## src/rtl/uart_frame_sequencer.sv

```systemverilog
// Drains FIFO bytes into UART frames: SYNC_BYTE header, FRAME_BYTES payload bytes and,
// when UART_FRAME_CHECKSUM_EN is defined, a trailing XOR checksum byte.
module uart_frame_sequencer #(
  parameter int         FRAME_BYTES = 8,
  parameter logic [7:0] SYNC_BYTE   = 8'hA5,
  parameter int         CNT_W       = 16
) (
  input  logic             clk_50,
  input  logic             clr,
  input  logic             enable,
  input  logic             fifo_rdempty,
  input  logic [7:0]       fifo_q,
  output logic             fifo_rdreq,
  input  logic             tx_busy,
  output logic [7:0]       tx_data,
  output logic             tx_wr_en,
  output logic             active,
  output logic             frame_done,
  output logic [CNT_W-1:0] frame_cnt
);

  typedef enum logic [3:0] {
    ST_IDLE,
    ST_HDR,
    ST_RD,
    ST_RD_WAIT,
    ST_SEND,
    ST_ACK_WAIT,
    ST_DONE_WAIT,
`ifdef UART_FRAME_CHECKSUM_EN
    ST_CHK,
`endif
    ST_FIN
  } state_t;

  localparam logic [7:0]       LAST_IDX = 8'(FRAME_BYTES);
  localparam logic [CNT_W-1:0] CNT_ONE  = {{(CNT_W-1){1'b0}}, 1'b1};

  state_t           r_state;
  logic             r_rdreq;
  logic [7:0]       r_tx_data;
  logic             r_wr_en;
  logic             r_active;
  logic             r_done;
  logic [CNT_W-1:0] r_frame_cnt;
  logic [7:0]       r_idx;
`ifdef UART_FRAME_CHECKSUM_EN
  logic [7:0]       r_chksum;
  logic             r_chk_sent;
`endif

  // NOTE: every register here is state, so all updates are non-blocking; blocking
  // assignments would let later statements see same-edge values and break timing.
  always_ff @(posedge clk_50 or negedge clr) begin
    if (!clr) begin
      r_state     <= ST_IDLE;
      r_rdreq     <= 1'b0;
      r_tx_data   <= 8'h00;
      r_wr_en     <= 1'b0;
      r_active    <= 1'b0;
      r_done      <= 1'b0;
      r_frame_cnt <= '0;
      r_idx       <= 8'h00;
`ifdef UART_FRAME_CHECKSUM_EN
      r_chksum    <= 8'h00;
      r_chk_sent  <= 1'b0;
`endif
    end else begin
      // Strobes default low so each is a single-cycle pulse.
      r_rdreq <= 1'b0;
      r_done  <= 1'b0;
      case (r_state)
        ST_IDLE: begin
          if (enable && !fifo_rdempty && !tx_busy) begin
            r_state  <= ST_HDR;
            r_idx    <= 8'h00;
            r_active <= 1'b1;
`ifdef UART_FRAME_CHECKSUM_EN
            r_chksum   <= 8'h00;
            r_chk_sent <= 1'b0;
`endif
          end
        end
        ST_HDR: begin
          r_tx_data <= SYNC_BYTE;
          r_wr_en   <= 1'b1;
          r_state   <= ST_ACK_WAIT;
        end
        ST_RD: begin
          if (!fifo_rdempty) begin
            r_rdreq <= 1'b1;
            r_state <= ST_RD_WAIT;
          end
        end
        // The FIFO registers the read on the edge leaving RD_WAIT; fifo_q is then
        // valid while in SEND and is captured together with raising tx_wr_en.
        ST_RD_WAIT: r_state <= ST_SEND;
        ST_SEND: begin
          r_tx_data <= fifo_q;
          r_idx     <= r_idx + 8'd1;
`ifdef UART_FRAME_CHECKSUM_EN
          r_chksum  <= r_chksum ^ fifo_q;
`endif
          r_wr_en   <= 1'b1;
          r_state   <= ST_ACK_WAIT;
        end
        ST_ACK_WAIT: begin
          if (tx_busy) begin
            r_wr_en <= 1'b0;
            r_state <= ST_DONE_WAIT;
          end
        end
        ST_DONE_WAIT: begin
          if (!tx_busy) begin
`ifdef UART_FRAME_CHECKSUM_EN
            if (r_chk_sent)             r_state <= ST_FIN;
            else if (r_idx < LAST_IDX)  r_state <= ST_RD;
            else                        r_state <= ST_CHK;
`else
            if (r_idx < LAST_IDX)       r_state <= ST_RD;
            else                        r_state <= ST_FIN;
`endif
          end
        end
`ifdef UART_FRAME_CHECKSUM_EN
        ST_CHK: begin
          r_tx_data  <= r_chksum;
          r_wr_en    <= 1'b1;
          r_chk_sent <= 1'b1;
          r_state    <= ST_ACK_WAIT;
        end
`endif
        ST_FIN: begin
          r_done      <= 1'b1;
          r_frame_cnt <= r_frame_cnt + CNT_ONE;
          r_active    <= 1'b0;
          r_state     <= ST_IDLE;
        end
        default: r_state <= ST_IDLE;
      endcase
    end
  end

  assign fifo_rdreq = r_rdreq;
  assign tx_data    = r_tx_data;
  assign tx_wr_en   = r_wr_en;
  assign active     = r_active;
  assign frame_done = r_done;
  assign frame_cnt  = r_frame_cnt;

endmodule

```

## config.mk

```make
export PLATFORM = sky130hd
export DESIGN_NAME = uart_frame_sequencer
export DESIGN_NICKNAME = d
export VERILOG_FILES = /design/src/rtl/uart_frame_sequencer.sv
export SDC_FILE = /design/constraint.sdc
export NUM_CORES = 1
export LEC_CHECK = 0
export BUFFER_PORTS_ARGS = -buffer_cell sky130_fd_sc_hd__buf_4
export CAP_MARGIN = 20
export CORE_MARGIN = 4
export CORE_UTILIZATION = 50
export CTS_CLUSTER_DIAMETER = 50
export DETAILED_ROUTE_END_ITERATION = 7
export PLACE_DENSITY_LB_ADDON = 0.15
export SLEW_MARGIN = 15
export SYNTH_ARGS = -nofsm -noshare
export SYNTH_HDL_FRONTEND = slang
export SYNTH_SLANG_ARGS = --single-unit
export TNS_END_PERCENT = 30
```

## constraint.sdc

```tcl
create_clock -name clk_50 -period 5.08 [get_ports clk_50]
set_clock_uncertainty 0.2 [all_clocks]
set_input_delay 1.016 -clock clk_50 [delete_from_list [all_inputs] [get_ports clk_50]]
set_output_delay 1.016 -clock clk_50 [all_outputs]
set_load 0.01 [all_outputs]
```

==> key figures, run 1 <==
Status
  – Outcome: complete, no violations

Final layout
  – N_diodes: 0
  – Final nets: 230
  – Share of cells above drive strength 1: 0.250
  – Most frequent cells in the layout: buf_4 (40), dfrtp_1 (39), nand2_1 (24)
  – Final Instance Area: 2240 um^2
  – Area growth, synth to finish: 22.5%
  – Fin util: 0.650
  – Most common cell after layout, fill and taps aside: buf_4

Worst setup path
  – Reg2reg start: r_state[0]
  – CP Data Arrival Time: 920 ps
  – Crit-path max cell delay: 460 ps
  – Setup Crit Path Kind: reg -> out
  – Critical Path Start Type: flop
  – Crit. End Element: output pin
  – Crit-path slowest cell: dfrtp_1
  – CP top delay family: flip-flops
  – Crit path cell chain: buf_4
  – Crit path launch: frame_cnt[2]
  – Flop2flop setup slack: 2980 ps
  – CP max FO: 7
  – Worst path bufs/invs: 1
  – Reg2reg end: frame_cnt[12]
  – Worst path depth: 1
  – Req. time, crit path: 3860 ps
  – FF-to-FF path depth: 4

GRT
  – Number of global-route vias before repair: 1,445
  – Total GRT Usage: 0.183
  – Largest net degree at the start of global routing: 40
  – Initial antenna violation count: 0
  – Gr ovfl total: 0
  – First-pass GRT wire length: 6410 um

Timing
  – Slew HR: 0.506
  – Final Max Tran Viols: 0
  – Worst Tran Pin Value: 741 ps
  – Maximum clock frequency: 467 MHz
  – Final Hold Fails: 0
  – Min cycle time layout: 2140 ps
  – TNS Setup: 0 ps
  – Setup-failing EPs final: 0
  – Period utilization: 0.421
  – RSZ-0062 raised after global routing: false
  – Worst hold slack: 275 ps

Clocking
  – Cts hold-fix bufs: 0
  – TritonCTS clock tree: yes
  – Root buffer cell: clkbuf_8
  – # Post-CTS Setup Buffers: 0
  – Clk_lat worst skew: 290 ps
  – Clock Tree Buf Depth: 2
  – Worst-path clk slew: 70 ps
  – Num CTS Buffers: 5
  – Htree depth: 2
  – CTS sink cnt: 39
  – PostCTS Resize Cnt: 0

Die
  – Die Ht: 68.4 um
  – Initial Util: 0.531
  – Core Box Area: 3440 um^2
  – Boundary Pins: 41
  – Die width: 68.4 um
  – Die ar.: 4680 um^2
  – Cell Rows: 21

Logic synthesis
  – Synthesized area: 1830 um^2
  – Syn nets: 188
  – Syn avg cell area: 10.6 um^2
  – Synth warn: 0
  – Synth Instances: 173
  – Synth Area in Compound Gates: 0.122
  – Seq/Total Area, Yosys: 0.534
  – Synth Area in Simple Gates: 0.224
  – Largest family of logic cells by synthesized area: simple AND/OR/NAND/NOR gates
  – Yosys reg bits: 39
  – Post-synthesis mux area share: 0.0116
  – Post-Synth Adder-Cell Area: 0.0137
  – Synth unique cells: 36
  – Xor/xnor share of the synthesized area: 0.0719

Drt
  – Final WL: 3750 um
  – WL/cell: 14.3 um
  – Vias: 1,460
  – Routed Antenna Nets: 0
  – DRC viols: 0
  – DR iter-0 viols: 104
  – Vias per cell: 5.57
  – DRT Pass-1 Iters: 4

Min path
  – Min-Delay Path Depth: 1
  – WHS Endpoint: r_idx[7]
  – Hold/Removal Path Class: reg -> reg
  – Worst hold start: r_idx[7]

Placement
  – Placer congestion estimate: 0.851
  – Port bufs: 40
  – Dpl hpwl: 2700 um
  – Dpl cell area: 2150 um^2

Pwr
  – Static leakage: 1.08 nW
  – Power Density: 518 nW/um^2
  – VDD IR-drop max: 273 uV

Run
  – Max Cap Violations: 0
## power breakdown
group / internal, W / switching, W
Combinational: 0.000204 / 0.000191
Sequential: 0.000409 / 0.000154
Clock: 0.0000939 / 0.000107
Total: 0.000707 / 0.000452
## layout make-up
type	instances	area, um^2
fillers	287	1200
well taps	46	57.6
clock inverters	3	15.0
repair buffers	40	300
multi-input cells	126	810
flip-flops and latches	39	976
inverters	3	11.3
clock buffers	5	68.8
## worst max-delay path by stage
stage	to
final	frame_cnt[2]
after global routing	frame_cnt[14]
after CTS	frame_cnt[2]
after detailed placement	r_idx[3]
after global placement	r_idx[2]
after floorplan	r_idx[2]
## cell families after synthesis
kind of cell,Yosys count
compound gates,36
xor+xnor,15
fa+ha+maj,2
buf+inv,8
flops,39
mux,2
simple gates,71
## stage by stage
| stage | power, W | instances | worst slack [ps] |
|---|---|---|---|
| global route | 0.00125 | 262 | 2770 |
| CTS | 0.00117 | 262 | 2940 |
| global placement | 0.000941 | 254 | 2960 |
| finish | 0.00116 | 262 | 2940 |
| floorplan | 0.000798 | 173 | 3160 |
| detailed placement | 0.000968 | 254 | 2920 |
## routing by layer
layer  global-route usage  vias up  wire, um
met5                    0        -         0
met3               0.0427        7       252
met2                0.313       49      1870
li1                     -      700         -
met4               0.0819        0        66
met1                0.216      704      1570
## sequential cells by signal (all words and copies together) (netlist names)
signal      count
frame_cnt      16
r_idx           8
tx_data         8
r_state         3
active          1
fifo_rdreq      1
frame_done      1
tx_wr_en        1
## synthesized netlist by cell type
master / instances / share of area
a21oi_1: 7 / 0.019
nand3_1: 9 / 0.025
ha_1: 2 / 0.014
o22ai_1: 1 / 0.0034
nor2_1: 8 / 0.016
clkbuf_1: 1 / 0.0021
nor3b_4: 1 / 0.010
nor3_2: 1 / 0.0055
nand3b_1: 1 / 0.0041
mux2_2: 1 / 0.0062
buf_2: 3 / 0.0082
nand4_2: 1 / 0.0068
and2_1: 1 / 0.0034
a31oi_1: 3 / 0.010
and3_1: 5 / 0.017
nand2_1: 24 / 0.049
or4_1: 1 / 0.0041
o22a_1: 8 / 0.038
dfrtp_1: 39 / 0.53
nor3_1: 1 / 0.0027
xnor2_1: 10 / 0.048
nor3b_1: 1 / 0.0041
nand3_4: 1 / 0.0096
and4_1: 1 / 0.0048
o21ai_0: 12 / 0.033
a21o_1: 1 / 0.0041
o211ai_1: 2 / 0.0082
inv_1: 3 / 0.0062
nor4_4: 1 / 0.012
xor2_1: 5 / 0.024
o21ai_1: 2 / 0.0055
nor2b_1: 6 / 0.021
or3b_1: 1 / 0.0048
nand4_1: 7 / 0.024
mux2i_1: 1 / 0.0055
buf_6: 1 / 0.0062
Note: power is estimated with default switching activity, not from simulation.
==> inputs of run 2 (changes only) <==
==> constraint.sdc (replaced) <==
create_clock -name clk_50 -period 2.2 [get_ports clk_50]
set_clock_uncertainty 0.2 [all_clocks]
set_input_delay 0.44 -clock clk_50 [delete_from_list [all_inputs] [get_ports clk_50]]
set_output_delay 0.44 -clock clk_50 [all_outputs]
set_load 0.01 [all_outputs]
==> run 2 against run 1 <==
Effect of this change: global-route usage grew 0.34 points; non-clock buffer count grew 3; cell count grew 1.1%; utilization grew 1.2 points; largest cell class unchanged; clock-buffer cell count grew 3; sequential cell count is the same.
==> key figures, run 2 (synthesized netlist as in run 1, its figures left out) <==
Die
  – Die width: 68.4 um
  – Die Ht: 68.4 um
  – Cell Rows: 21
  – Boundary Pins: 41
  – Die ar.: 4680 um^2
  – Initial Util: 0.531
  – Core Box Area: 3440 um^2

Timing
  – Final Hold Fails: 0
  – Final worst slack: 326 ps
  – Worst Tran Pin Value: 529 ps
  – Setup-failing EPs final: 0
  – RSZ-0062 raised after global routing: false
  – Final Max Tran Viols: 0
  – TNS Setup: 0 ps
  – Slew HR: 0.647
  – Maximum clock frequency: 534 MHz
  – Period utilization: 0.852
  – Min cycle time layout: 1870 ps

Final layout
  – Most frequent cells in the layout: buf_4 (42), dfrtp_1 (39), nand2_1 (24)
  – N_diodes: 0
  – Share of cells above drive strength 1: 0.251
  – Final nets: 233
  – Max reg flops: 16
  – Area growth, synth to finish: 24.8%
  – Most common cell after layout, fill and taps aside: buf_4

Clocking
  – CTS sink cnt: 39
  – TritonCTS clock tree: yes
  – PostCTS Resize Cnt: 0
  – Num CTS Buffers: 5
  – Clock Tree Buf Depth: 2
  – Clk_lat worst skew: 280 ps
  – Worst-path clk slew: 70 ps
  – Root buffer cell: clkbuf_8
  – Htree depth: 2

GRT
  – Number of global-route vias before repair: 1,460
  – Initial antenna violation count: 0
  – Largest net degree at the start of global routing: 40
  – First-pass GRT wire length: 6340 um
  – Total GRT Usage: 0.186
  – Gr ovfl total: 0

Drt
  – DRC viols: 0
  – Routed Antenna Nets: 0
  – DR iter-0 viols: 83
  – WL/cell: 14.5 um
  – Final WL: 3840 um
  – Vias per cell: 5.54
  – Vias: 1,469
  – DRT Pass-1 Iters: 4

Run
  – Max Cap Violations: 0

Pwr
  – Power Density: 1210 nW/um^2
  – VDD IR-drop max: 665 uV
  – Static leakage: 1.09 nW

Worst setup path
  – CP Data Arrival Time: 1840 ps
  – Reg2reg start: r_state[1]
  – Critical Path Start Type: flop
  – Setup Crit Path Kind: reg -> reg
  – Crit. End Element: flop
  – Crit path launch: r_state[1]
  – Req. time, crit path: 2170 ps
  – CP max FO: 14

Placement
  – Dpl hpwl: 2820 um
  – Place WS: 309 ps
  – Port bufs: 40
  – Placer congestion estimate: 0.820

Min path
  – Hold/Removal Path Class: in -> reg
  – Worst hold start: fifo_q[1]

Status
  – Outcome: complete, no violations
[run 2: metrics by stage]
step | total power [W] | instances | area, um^2 | hold WS, ps | util
6_report | 0.00276 | 265 | 2280 | 242 | 0.662
3_3_place_gp | 0.00220 | 256 | 2170 | 229 | 0.630
3_5_place_dp | 0.00226 | 256 | 2170 | 237 | 0.630
2_1_floorplan | 0.00184 | 173 | 1830 | -55.6 | -
5_1_grt | 0.00297 | 265 | 2280 | 248 | 0.662
4_1_cts | 0.00279 | 265 | 2280 | 234 | 0.662
[run 2: what timing repair did]
item                       4_1_cts  5_1_grt
hold endpoints to repair        39        0
buffers inserted                 0        0
hold buffers                     1        0
setup endpoints to repair        0        0
[run 2: final cells by class]
| type | instances | area (um^2) |
|---|---|---|
| Clock buffer | 8 | 100 |
| Timing Repair Buffer | 43 | 325 |
| Sequential cell | 39 | 976 |
| Tap cell | 46 | 57.6 |
| Multi-Input combinational cell | 126 | 810 |
| Inverter | 3 | 11.3 |
| Fill cell | 298 | 1160 |
[run 2: final timing paths]
| check | to | cells after the start | slack, ps |
|---|---|---|---|
| worst max-delay path | frame_cnt[14] | 4 | 330 |
| worst min-delay path | tx_data[1] | 3 | 240 |
| worst max register to register | frame_cnt[14] | 4 | 330 |
| worst min register to register | frame_cnt[15] | 1 | 280 |
| max in group asynchronous | frame_cnt[1] | 2 | 1010 |
| min in group asynchronous | frame_cnt[5] | 2 | 460 |
[run 2: critical path, stage by stage, from the launching register on]
cell	delay, ps
dfrtp_1	680
nand4_2	280
nor3_2	330
nand3_1	130
xnor2_1	140
[run 2: report_power, final]
part | switching, W | internal (W) | total, W
clock network | 0.000228 | 0.000286 | 0.000513
registers | 0.000304 | 0.000947 | 0.00125
logic | 0.000509 | 0.000491 | 0.00100
[run 2: layer usage]
metal / track usage / up-vias / share of wire
li1: - / 705 / -
met1: 0.220 / 712 / 0.41
met2: 0.304 / 43 / 0.51
met3: 0.0443 / 9 / 0.054
met4: 0.114 / 0 / 0.026
met5: 0 / - / 0
